## src/rtl/stack_pkg.sv

```systemverilog
`default_nettype none
// ============================================================================
// Module  : stack_pkg
// Brief   : Shared constants and helpers for the LIFO stack: operation
//           encoding and a constant-foldable ceiling-log2.
// Revision: 1.0 - initial release
// ============================================================================
package stack_pkg;

    // Decoded request encoding, {pop, push}
    localparam logic [1:0] OP_NONE = 2'b00;
    localparam logic [1:0] OP_PUSH = 2'b01;
    localparam logic [1:0] OP_POP  = 2'b10;
    localparam logic [1:0] OP_REPL = 2'b11;

    // Ceiling log2; clog2(1) = 0. Bounded loop so it folds at elaboration.
    function automatic int clog2(input int value);
        int result;
        result = 0;
        for (int i = 0; i < 31; i++) begin
            if ((1 << i) < value) begin
                result = i + 1;
            end
        end
        return result;
    endfunction

endpackage
`default_nettype wire

```

## src/rtl/btn_edge_sync.sv

```systemverilog
`default_nettype none
// ============================================================================
// Module  : btn_edge_sync
// Brief   : Two-flop synchroniser for a raw asynchronous button followed by a
//           rising-edge detector; emits a single-cycle pulse per press.
// Revision: 1.0 - initial release
// ============================================================================
module btn_edge_sync (
    input  logic clk,
    input  logic reset,
    input  logic i_btn,
    output logic o_pulse
);

    logic r_meta;
    logic r_sync;
    logic r_prev;

    // Synchronise the button and keep one delayed copy for edge detection
    always_ff @(posedge clk) begin
        if (!reset) begin
            r_meta <= 1'b0;
            r_sync <= 1'b0;
            r_prev <= 1'b0;
        end else begin
            r_meta <= i_btn;
            r_sync <= r_meta;
            r_prev <= r_sync;
        end
    end

    // Pulse is high for the one cycle after the synchronised level rises,
    // so a press first sampled at edge k acts at edge k+2.
    assign o_pulse = r_sync & ~r_prev;

endmodule
`default_nettype wire

```

## src/rtl/lifo_stack_param.sv

```systemverilog
`default_nettype none
// ============================================================================
// Module  : lifo_stack_param
// Brief   : Parametrised LIFO stack with replace-top, occupancy count, sticky
//           overflow/underflow and optional button one-shot front end.
//           dout is a registered copy of the top of stack (0 when empty).
// Revision: 1.0 - initial release
// ============================================================================
module lifo_stack_param
    import stack_pkg::*;
#(
    parameter  int WIDTH   = 8,
    parameter  int DEPTH   = 8,
    parameter  int ONESHOT = 1,
    localparam int CW      = clog2(DEPTH + 1)
) (
    input  logic             clk,
    input  logic             reset,
    input  logic [WIDTH-1:0] din,
    input  logic             push_btn,
    input  logic             pop_btn,
    input  logic             err_clr,
    output logic [WIDTH-1:0] dout,
    output logic [CW-1:0]    count,
    output logic             empty,
    output logic             full,
    output logic             overflow,
    output logic             underflow
);

    localparam int          c_aw       = clog2(DEPTH);
    localparam logic [CW-1:0] c_full_cnt = CW'(DEPTH);

    logic             w_push;
    logic             w_pop;
    logic [1:0]       w_op;
    logic             w_empty;
    logic             w_full;

    logic [CW-1:0]    r_count;
    logic [CW-1:0]    w_count_nxt;
    logic [WIDTH-1:0] r_dout;
    logic [WIDTH-1:0] w_dout_nxt;
    logic             r_overflow;
    logic             r_underflow;
    logic             w_ovf_set;
    logic             w_unf_set;
    logic             w_we;
    logic [c_aw-1:0]  w_wr_idx;

    logic [WIDTH-1:0] r_mem [DEPTH];

    // Request front end: one-shot buttons or direct level strobes
    generate
        if (ONESHOT != 0) begin : g_oneshot
            btn_edge_sync u_push_sync (
                .clk     (clk),
                .reset   (reset),
                .i_btn   (push_btn),
                .o_pulse (w_push)
            );
            btn_edge_sync u_pop_sync (
                .clk     (clk),
                .reset   (reset),
                .i_btn   (pop_btn),
                .o_pulse (w_pop)
            );
        end else begin : g_level
            assign w_push = push_btn;
            assign w_pop  = pop_btn;
        end
    endgenerate

    assign w_op    = {w_pop, w_push};
    assign w_empty = (r_count == '0);
    assign w_full  = (r_count == c_full_cnt);

    // Next-state decode; every range test is on the full-width count and
    // only in-range values are narrowed to an array index.
    always_comb begin
        w_count_nxt = r_count;
        w_dout_nxt  = r_dout;
        w_we        = 1'b0;
        w_wr_idx    = '0;
        w_ovf_set   = 1'b0;
        w_unf_set   = 1'b0;
        unique case (w_op)
            OP_PUSH: begin
                if (w_full) begin
                    w_ovf_set = 1'b1;
                end else begin
                    w_we        = 1'b1;
                    w_wr_idx    = c_aw'(r_count);
                    w_count_nxt = r_count + CW'(1);
                    w_dout_nxt  = din;
                end
            end
            OP_POP: begin
                if (w_empty) begin
                    w_unf_set = 1'b1;
                end else begin
                    w_count_nxt = r_count - CW'(1);
                    if (r_count >= CW'(2)) begin
                        w_dout_nxt = r_mem[c_aw'(r_count - CW'(2))];
                    end else begin
                        w_dout_nxt = '0;
                    end
                end
            end
            OP_REPL: begin
                // Replace-top on an empty stack degenerates to a plain push
                w_we       = 1'b1;
                w_dout_nxt = din;
                if (w_empty) begin
                    w_wr_idx    = '0;
                    w_count_nxt = CW'(1);
                end else begin
                    w_wr_idx = c_aw'(r_count - CW'(1));
                end
            end
            OP_NONE: begin
            end
            default: begin
            end
        endcase
    end

    // Occupancy and registered top-of-stack word
    always_ff @(posedge clk) begin
        if (!reset) begin
            r_count <= '0;
            r_dout  <= '0;
        end else begin
            r_count <= w_count_nxt;
            r_dout  <= w_dout_nxt;
        end
    end

    // Sticky error flags; a fresh error at the clearing edge keeps the flag set
    always_ff @(posedge clk) begin
        if (!reset) begin
            r_overflow  <= 1'b0;
            r_underflow <= 1'b0;
        end else begin
            r_overflow  <= (r_overflow  & ~err_clr) | w_ovf_set;
            r_underflow <= (r_underflow & ~err_clr) | w_unf_set;
        end
    end

    // Storage array: single write port, contents survive reset
    always_ff @(posedge clk) begin
        if (reset && w_we) begin
            r_mem[w_wr_idx] <= din;
        end
    end

    assign dout      = r_dout;
    assign count     = r_count;
    assign empty     = w_empty;
    assign full      = w_full;
    assign overflow  = r_overflow;
    assign underflow = r_underflow;

endmodule
`default_nettype wire

```

## config.mk

```make
export PLATFORM = sky130hd
export DESIGN_NAME = lifo_stack_param
export DESIGN_NICKNAME = d
export VERILOG_FILES = /design/src/rtl/stack_pkg.sv /design/src/rtl/btn_edge_sync.sv /design/src/rtl/lifo_stack_param.sv
export SDC_FILE = /design/constraint.sdc
export NUM_CORES = 1
export LEC_CHECK = 0
export CORE_AREA = 2 2 88 90
export DETAILED_ROUTE_END_ITERATION = 12
export DIE_AREA = 0 0 90 92
export PLACE_DENSITY = 0.81
export SETUP_SLACK_MARGIN = 0.05
export SLEW_MARGIN = 20
export SYNTH_ARGS = -nofsm -noshare
export SYNTH_HDL_FRONTEND = slang
export SYNTH_SLANG_ARGS = --single-unit
```

## constraint.sdc

```tcl
create_clock -name clk -period 3.12 [get_ports clk]
set_input_delay 0.936 -clock clk [delete_from_list [all_inputs] [get_ports clk]]
set_output_delay 0.936 -clock clk [all_outputs]
set_load 0.02 [all_outputs]
```

======== After elaboration in Yosys (flattened, before gate mapping) ========
Memory sizes are Yosys's and may differ from the RTL's.
Index checks and enable logic that the tools add are counted.
word-level totals
  output and inout port bits .............. 16
  memory bits (writable) .................. 64
  memories ................................ 1
  input port bits ......................... 13
  flip-flop bits (word level) ............. 20
  word-level logic and storage cells ...... 55
operators by class
  reduce and logical (&&, ||, !) cells .... 5
  equal/unequal tests ..................... 7
  $lt $le $gt $ge ......................... 1
  bitwise gates (word level) .............. 9
  add/subtract/negate cells ............... 3
  mux-type cells .......................... 19
memories
  name   depth  bits a word  read ports  clocked after Yosys merged registers in  wr ports  line                    RTL
  r_mem  8      8            1           0                                        1         lifo_stack_param.sv:51  logic [WIDTH-1:0] r_mem [DEPTH];
operators by type and width
  kind                   count
  $mux W8                3
  $pmux W8 S3            1
  $mux W4                3
  $pmux W4 S3            1
  $mux W1                7
  $mux W3                2
  $ne A2 B2 Y1 const B   3
  $pmux W3 S2            1
  $add A4 B1 Y4 const B  1
  $and A1 B1 Y1          4
  $eq A2 B2 Y1 const B   2
  $eq A4 B4 Y1 const B   1
  $ge A4 B2 Y1 const B   1
  $logic_not A4 Y1       1
  $reduce_and A4 Y1      1
  $sub A4 B1 Y4 const B  1
  $not A1 Y1             3
  $reduce_and A3 Y1      1
  $reduce_bool A3 Y1     1
  $sub A3 B2 Y3 const B  1
  $eq A2 B1 Y1 const B   1
  $or A1 B1 Y1           2
  $pmux W1 S2            1
  $logic_and A1 B1 Y1    1

======== Logic depth before layout (Yosys ltp) ========
Gate-level depths: netlist of run 1.
  depth in word-level cells ............... 7
  gate-level depth with buffers ........... 10
  gate-level depth less buffers ........... 7

======== By module ========
A second synthesis of run 1 with hierarchy kept.
unflattened totals
  cells, all modules ...................... 252
  area total of the unflattened synthesis .. 3737.3 sq um
by module, submodules not included
  module            area each (sq um)  times used  seq. area each (sq um)  cells each
  lifo_stack_param  3552.2             1           2202.1                  238
  btn_edge_sync     92.6               2           60.1                    7

======== Worst setup path before layout of run 1 ========
Ideal clock, no wire load.
  path kind ............................... reg2reg
  start point ............................. reg r_count[1] (netlist: count[1])
  end point ............................... mem r_mem[0][0] (enable)
  arrival time ............................ 2.623 ns
  path buffers ............................ 3
  period minus slack after synthesis ...... 3.006 ns
  path slack .............................. 0.114 ns
  required time ........................... 2.737 ns
  setup time .............................. 0.383 ns
  cell stages (with the launch flop) ...... 11
  cell sequence ........................... dfxtp_1 buf_2 buf_4 inv_1 ha_1 or3b_1 buf_2 inv_2 nor3_1 o21a_1 nor3_1
on the way
  elaborated cells between the ends (all ways) .. 11
  those cells by class .................... add/sub: 1; eq/ne: 1; mux: 7; reduce/logical: 2
RTL lines
  what                    line                     RTL
  start, declared         lifo_stack_param.sv:40   logic [CW-1:0] r_count;
  start signal, assigned  lifo_stack_param.sv:134  r_count <= w_count_nxt;
  $logic_not A4 Y1        lifo_stack_param.sv:75   assign w_empty = (r_count == '0);
  named net empty         lifo_stack_param.sv:25   output logic empty,
  $mux W3                 lifo_stack_param.sv:114  if (w_empty) begin
  $pmux W3 S2             lifo_stack_param.sv:87   unique case (w_op)
  end, declared           lifo_stack_param.sv:51
The timed path passes the listed nets, and every way through them passes these cells.

======== Worst setup path in the final report of run 1 ========
  start point ............................. reg r_count[3] (netlist: count[3])
  end point ............................... out full
on the way
  cells in the longest elaborated chain, start to end .. 1
ends and longest elaborated chain
  what           line                    RTL
  $eq A4 B4 Y1   lifo_stack_param.sv:76  assign w_full = (r_count == c_full_cnt);
  end, declared  lifo_stack_param.sv:26  output logic full,
Every way passes these cells.

==> reports/results.tsv, run 1 <==
stage	metric	value	unit
synthesis	yosysUniqueCellTypes	52	
synthesis	ys_warn_count	0	
synthesis	synth_top_cell_by_area	edfxtp_1	
worst_setup_path	cp.arrival	1.91	ns
synthesis	netlist_area	3755	um^2
synthesis	synth_nets	296	
sta	grt_setup_unrepaired	false	
worst_setup_path	criticalPathCategory	reg2out	
placement	place_hpwl	5608	um
worst_setup_path	cp_cell_sequence	nand3b_1 > inv_1 > clkdlybuf4s50_1	
floorplanning	start_util	50.42	%
grt	grt_pass1_vias	2386	
clock_tree	root_buffer	clkbuf_8	
finish	fillers	622	
grt	use_met1	27.52	%
worst_setup_path	cp_max_fo	11	
synthesis	synth_top_area_share	51.18	%
finish	nets	334	
synthesis	ys_ff_latch	84	
finish	syn_to_final_growth	15.56	%
sta	max_freq	351.8	MHz
routing	remaining_drc_errors	0	
pwr	p_sw_share	34.81	%
worst_hold_path	worst_hold_path_type	reg2reg	
worst_setup_path	crit_required	2.18	ns
routing	ant_nets	0	
sta	hold_ws	0.4372	ns
clock_tree	cts_buffer_depth	2	
finish	n_antenna_cell	0	
floorplanning	coreArea	7447	um^2
clock_tree	cts_inserted_buffers	9	
pwr	pwr-share-comb	34.0	%
synthesis	syn_avg_cell_area	13.60	um^2
placement	dpl_cell_area	4159	um^2
pwr	ir_drop	0.4202	mV
job	maxCapViolCount	0	
worst_setup_path	startpoint_type	register	
synthesis	netlist_instances	276	
worst_setup_path	end_kind	primary output	
sta	hold_viol	0	
synthesis	ys.flop_type	edfxtp_1	
sta	post-route-min-period	2.843	ns
floorplanning	io_pins	29	
finish	final_core_util	58.27	%
clock_tree	post_cts_buffers	0	
sta	period_share	91.12	%
routing	vias_per_cell	5.981	
clock_tree	clkSinkCount	84	
finish	register_area	2322	um^2
placement	io_buffers	28	
pwr	power_switching	1.045	mW
sta	setup_viol	0	
grt	grt_use_met3	4.108	%
clock_tree	clkTransAtPathRegs	0.09	ns
grt	grt_pass1_wl	12740	um
status	status	finished, final reports clean	
grt	grt-busiest-layer	met2	
grt	grt_use_met2	32.39	%
floorplanning	die_area	8280	um^2
synthesis	synth_async_sr_flop_share	0	%
floorplanning	die_x	90	um
pwr	leakage	1.407	nW
sta	tightest_slew	0.6243	ns
placement	place_congestion	0.9085	
worst_setup_path	path_delay_family	buffers and inverters	
finish	finish.instance_area	4339	um^2
routing	drt_iter0_drc	169	
floorplanning	fp.dieH	92	um
worst_setup_path	crit_slowest_cell	clkdlybuf4s50_1	
synthesis	synth.area.top_cells	edfxtp_1 (51%), dfxtp_1 (11%), mux2i_1 (4.3%)	
finish	multi_input_area	1271	um^2
routing	wirelength	8160	um
synthesis	yosysSeqAreaShare	61.85	%
grt	grt_max_degree	28	
clock_tree	clock_latency	0.36	ns
grt	grt.total_usage	20.45	%
clock_tree	cts_tree	done	
routing	vias	2518	
grt	grt.overflow.total	0	
sta	relSlewSlack	58.38	%
pwr	powerDensity	691.6	nW/um^2
sta	slew_violations	0	
routing	post_drt_wl_per_cell	19.38	um
pwr	pwr-share-clk	23.6	%
worst_setup_path	crit_buf_inv	2	
finish	drive_above_1_share	13.79	%
floorplanning	num_rows	32	
pwr	p_int	1.956	mW
grt	antenna_found_initial	0	
worst_setup_path	critPathMaxStageDelay	0.63	ns
clock_tree	cts_htree_levels	3	
clock_tree	ctsHoldBuffers	0	
pwr	seq_power_share	42.4	%
synthesis	synth-edff-count	64	
sta	finalSetupTns	0	ns
sta	worst_clock_skew	0.01220	ns
routing	first_pass_iters	5	
==> flip-flops by register name, summed over array words and instances, names as in the netlist <==
name / count
overflow: 1
r_mem: 64
g_oneshot.u_pop_sync.r_prev: 1
g_oneshot.u_push_sync.r_prev: 1
dout: 8
underflow: 1
g_oneshot.u_push_sync.r_meta: 1
g_oneshot.u_pop_sync.r_sync: 1
g_oneshot.u_push_sync.r_sync: 1
g_oneshot.u_pop_sync.r_meta: 1
count: 4
==> final cells by class <==
cell class                 count  area share, %
sequential                    84          53.52
clock buffer                   9          2.855
inverter                       8         0.6920
clock inverter                 7          1.326
tap                          102          2.941
multi-input combinational    166          29.30
timing repair buffer          45          9.371
==> synth_stat cells (2+ instances only) <==
library cell and count:
edfxtp_1 64, dfxtp_1 20, nand2_1 20, mux2i_1 16
nand3_1 12, o21ai_0 12, nor3_1 11, a31oi_1 8
buf_2 8, ha_1 7, o2111ai_1 7, and2_1 6
inv_1 6, mux4_2 6, o211ai_1 5, a21oi_1 4
o21ai_1 4, a22oi_1 3, buf_4 3, buf_6 3
nand2b_1 3, nand3b_1 3, nor2_1 3, nor2b_1 3
a211o_1 2, a41oi_1 2, and2b_2 2, clkbuf_1 2
clkbuf_8 2, mux4_1 2, nand4_1 2, nor3b_1 2
o21a_1 2, or3b_1 2, xnor2_1 2
==> power groups by stage <==
| stage | sequential [mW] | clock [mW] | combinational [mW] |
|---|---|---|---|
| 2_1_floorplan | 1.33 | 0 | 0.697 |
| 3_3_place_gp | 1.30 | 0 | 0.999 |
| 3_5_place_dp | 1.30 | 0 | 1.01 |
| 4_1_cts | 1.27 | 0.722 | 1.01 |
| 5_1_grt | 1.28 | 0.766 | 1.10 |
| 6_report | 1.27 | 0.709 | 1.02 |
==> metrics by stage <==
| step | total power, mW | std cells | setup slack, ns |
|---|---|---|---|
| detailed placement | 2.311 | 405 | 0.3718 |
| floorplan | 2.030 | 276 | 0.1140 |
| CTS | 3.006 | 421 | 0.2744 |
| global route | 3.145 | 421 | 0.1558 |
| global placement | 2.297 | 405 | 0.4181 |
| finish | 3.001 | 421 | 0.2772 |
==> worst reg2reg max path: stages (launching register included) <==
cell and delay [ns]:
dfxtp_1 0.32, clkinv_1 0.06, ha_1 0.23, or3b_1 0.40
buf_4 0.17, o21ai_0 0.16, o2111ai_1 0.27, nor3_1 0.28
buf_4 0.21
==> cells in the final DEF (no fill, tap or decap), drive strengths merged, types with 8 or more instances in the layout <==
| cell type | Yosys | layout |
|---|---|---|
| o21ai | 16 | 16 |
| mux4 | 8 | 8 |
| inv | 7 | 10 |
| buf | 14 | 17 |
| nand3 | 12 | 12 |
| mux2i | 16 | 16 |
| nand2 | 20 | 20 |
| a31oi | 8 | 8 |
| clkdlybuf4s50 | 0 | 27 |
| edfxtp | 64 | 64 |
| nor3 | 12 | 12 |
| clkbuf | 4 | 9 |
| dfxtp | 20 | 20 |
==> metal layers <==
layer / up-vias / part of all wire (%)
li1: 1144 / -
met1: 1218 / 41
met2: 136 / 48
met3: 20 / 8.5
met4: 0 / 2.3
met5: - / 0
==> repair_timing <==
action / CTS / global route
endpoints found under the setup margin: 1 / 0
resized for setup: 1 / 0
hold endpoints to repair: 0 / 0
==> path summary, 6_finish.rpt <==
kind / start / end / slack, ns / cells past startpoint
max: count[3] / full / 0.28 / 3
max reg2reg: count[0] / r_mem[0][4] / 0.72 / 8
min: g_oneshot.u_pop_sync.r_meta / g_oneshot.u_pop_sync.r_sync / 0.44 / 1
min reg2reg: g_oneshot.u_pop_sync.r_meta / g_oneshot.u_pop_sync.r_sync / 0.44 / 1
==> logic make-up (layout without fill, tap and decap cells) <==
| group | after synthesis | count (layout) | share of synthesized area, % |
|---|---|---|---|
| buffers and inverters | 26 | 69 | 4.298 |
| muxes | 24 | 24 | 9.263 |
| DFF | 84 | 84 | 61.85 |
| adders and majority gates | 7 | 7 | 2.332 |
| and+or+nand+nor | 75 | 75 | 11.06 |
| AOI/OAI and AO/OA | 58 | 58 | 10.73 |
| xor gates and xnor gates | 2 | 2 | 0.4666 |
Note: power is estimated with default switching activity, not from simulation.
==> run 2, diff against run 1 <==
--- a/config.mk
+++ b/config.mk
@@ -10,6 +10,7 @@
 export DIE_AREA = 0 0 90 92
 export PLACE_DENSITY = 0.81
 export SETUP_SLACK_MARGIN = 0.05
+export SKIP_LAST_GASP = 1
 export SLEW_MARGIN = 20
 export SYNTH_ARGS = -nofsm -noshare
 export SYNTH_HDL_FRONTEND = slang
==> results of run 2 <==
Same layout as run 1: the final DEF is identical, and so are final timing and power.
==> run 3, diff against run 2 <==
--- a/config.mk
+++ b/config.mk
@@ -5,10 +5,10 @@
 export SDC_FILE = /design/constraint.sdc
 export NUM_CORES = 1
 export LEC_CHECK = 0
-export CORE_AREA = 2 2 88 90
+export CORE_AREA = 2 2 107 109
 export DETAILED_ROUTE_END_ITERATION = 12
-export DIE_AREA = 0 0 90 92
-export PLACE_DENSITY = 0.81
+export DIE_AREA = 0 0 109 111
+export PLACE_DENSITY = 0.61
 export SETUP_SLACK_MARGIN = 0.05
 export SKIP_LAST_GASP = 1
 export SLEW_MARGIN = 20
==> run 3 against run 2 <==
Combinational power barely moved. Non-clock buffer count fell by 2. Sequential share of layout area fell by 1.7 points. Global-route usage fell by 5.0 points. Clock-buffer cell count rose by 2. Critical endpoint unchanged. Via count fell by 1.2%. Clock skew fell by 0.0024 ns. Worst setup slack got worse by 0.070 ns. Total power rose by 11%. Clock power rose by 48%. Critical path depth rose by 2.
==> reports/results.tsv, run 3 (synthesis gave the netlist of run 1 again) <==
stage	metric	value	unit	change
placement	place_congestion	0.8704		-4.2%
placement	place_hpwl	6108	um	+8.9%
clock_tree	ctsHoldBuffers	0		unchanged
grt	grt.overflow.total	0		unchanged
clock_tree	cts_resized	1		unchanged
pwr	ir_drop	0.2739	mV	-35%
floorplanning	fp.dieH	111	um	+21%
routing	drt_iter0_drc	236		+40%
worst_setup_path	startpoint_type	register		
floorplanning	start_util	33.90	%	-17 points
routing	ant_nets	0		unchanged
clock_tree	clock_latency	0.34	ns	-0.02 ns
finish	final_cell_mix	edfxtp_1 (64), clkdlybuf4s50_1 (27), nand2_1 (20), dfxtp_1 (20), mux2i_1 (16)		
routing	first_pass_iters	5		unchanged
worst_setup_path	cp_cell_sequence	inv_1 > ha_1 > nand3b_1 > inv_1 > clkdlybuf4s50_1		
grt	grt_use_met2	23.73	%	-8.7 points
sta	post-route-min-period	2.913	ns	+0.07018 ns
finish	register_area	2322	um^2	unchanged
routing	remaining_drc_errors	0		unchanged
finish	n_antenna_cell	0		unchanged
sta	worst_clock_skew	0.009851	ns	-0.002354 ns
clock_tree	cts_htree_levels	3		unchanged
floorplanning	coreArea	11080	um^2	+49%
routing	vias_per_cell	5.411		-9.5%
floorplanning	io_pins	29		unchanged
grt	grt_pass1_wl	13810	um	+8.4%
finish	fillers	1018		+64%
sta	finalSetupTns	0	ns	unchanged
grt	grt.total_usage	15.42	%	-5.0 points
placement	io_buffers	28		unchanged
clock_tree	cts_inserted_buffers	9		unchanged
routing	post_drt_wl_per_cell	19.28	um	-0.54%
worst_setup_path	crit_buf_inv	3		+1
worst_setup_path	cpMostUsedCell	inv_1		
finish	nets	332		-0.60%
pwr	powerDensity	744.8	nW/um^2	+7.7%
grt	grt-busiest-layer	met2		
pwr	leakage	1.454	nW	+3.3%
status	status	finished, final reports clean		
worst_setup_path	path_delay_family	buffers and inverters		
sta	max_freq	343.3	MHz	-2.4%
finish	layout_commonest_cell	edfxtp_1		
clock_tree	cts_buffer_depth	2		unchanged
worst_setup_path	cp_max_fo	6		-5
finish	multi_input_area	1271	um^2	unchanged
sta	slew_violations	0		unchanged
routing	wirelength	8868	um	+8.7%
clock_tree	post_cts_buffers	0		unchanged
floorplanning	num_rows	39		+22%
grt	grt_max_degree	28		unchanged
pwr	power	3.340	mW	+11%
worst_setup_path	end_kind	primary output		
clock_tree	clkTransAtPathRegs	0.07	ns	-0.02 ns
sta	relSlewSlack	51.97	%	-6.4 points
sta	period_share	93.36	%	+2.2 points
finish	syn_to_final_growth	19.43	%	
floorplanning	die_x	109	um	+21%
floorplanning	die_area	12100	um^2	+46%
job	maxCapViolCount	0		unchanged
worst_setup_path	crit_required	2.18	ns	about the same
sta	grt_setup_unrepaired	false		
grt	grt_pass1_vias	2429		+1.8%
clock_tree	cts_tree	done		
clock_tree	root_buffer	clkbuf_16		
worst_setup_path	crit_slowest_cell	clkdlybuf4s50_1		
finish	drive_above_1_share	12.93	%	-0.86 points
sta	hold_viol	0		unchanged
grt	use_met1	21.83	%	-5.7 points
sta	tightest_slew	0.7204	ns	+0.09615 ns
grt	antenna_found_initial	0		unchanged
worst_hold_path	worst_hold_path_type	reg2reg		
worst_setup_path	criticalPathCategory	reg2out		
finish	largest_reg_flops	64		unchanged
worst_setup_path	cp.arrival	1.98	ns	+0.07 ns
grt	grt_use_met3	3.351	%	-0.76 points
clock_tree	clkSinkCount	84		unchanged
sta	setup_viol	0		unchanged
routing	vias	2489		-1.2%
finish	largest-register	r_mem		
worst_setup_path	critPathMaxStageDelay	0.62	ns	about the same
==> run 3: cell types whose count changed in the layout (fill, tap and decap cells not counted), sizes merged <==
| cell | delta |
|---|---|
| clkbuf | +2 |
| clkinv | -3 |
| clkinvlp | -1 |
| bufinv | +1 |
| inv | +1 |
| buf | -2 |
==> run 3: layout make-up <==
cell class,count,area share (%)
timing repair buffer,43,8.733
sequential,84,51.79
clock buffer,11,5.190
multi-input combinational,166,28.35
inverter,8,0.6696
clock inverter,5,1.283
tap,143,3.990
==> run 3: path summary, 6_finish.rpt <==
path | from | to | slack (ns) | cells past startpoint
setup / recovery | count[1] | full | 0.21 | 5
hold / removal | g_oneshot.u_push_sync.r_meta | g_oneshot.u_push_sync.r_sync | 0.43 | 1
setup reg to reg | count[0] | r_mem[6][6] | 0.69 | 7
hold reg to reg | g_oneshot.u_push_sync.r_meta | g_oneshot.u_push_sync.r_sync | 0.43 | 1
==> run 3: stage by stage <==
stage          instances  setup WS (ns)  hold slack (ns)  instance area [um^2]  utilization, %
2_1_floorplan        276         0.1140           0.4119                  3755               -
3_3_place_gp         444         0.3573           0.4212                  4195           37.87
3_5_place_dp         444         0.3149           0.4232                  4195           37.87
4_1_cts              460         0.1989           0.4392                  4484           40.48
5_1_grt              460         0.1102           0.4560                  4484           40.48
6_report             460         0.2070           0.4341                  4484           40.48
==> run 3: report_power, final <==
group | internal, mW | switching, mW
Clock | 0.625 | 0.426
Combinational | 0.405 | 0.612
Sequential | 1.25 | 0.0263
Total | 2.28 | 1.06
==> run 3: metal layers <==
layer | wire, um | vias to the layer above
met5 | 0 | -
met3 | 624 | 11
met4 | 131 | 0
met2 | 4172 | 104
li1 | - | 1146
met1 | 3939 | 1228
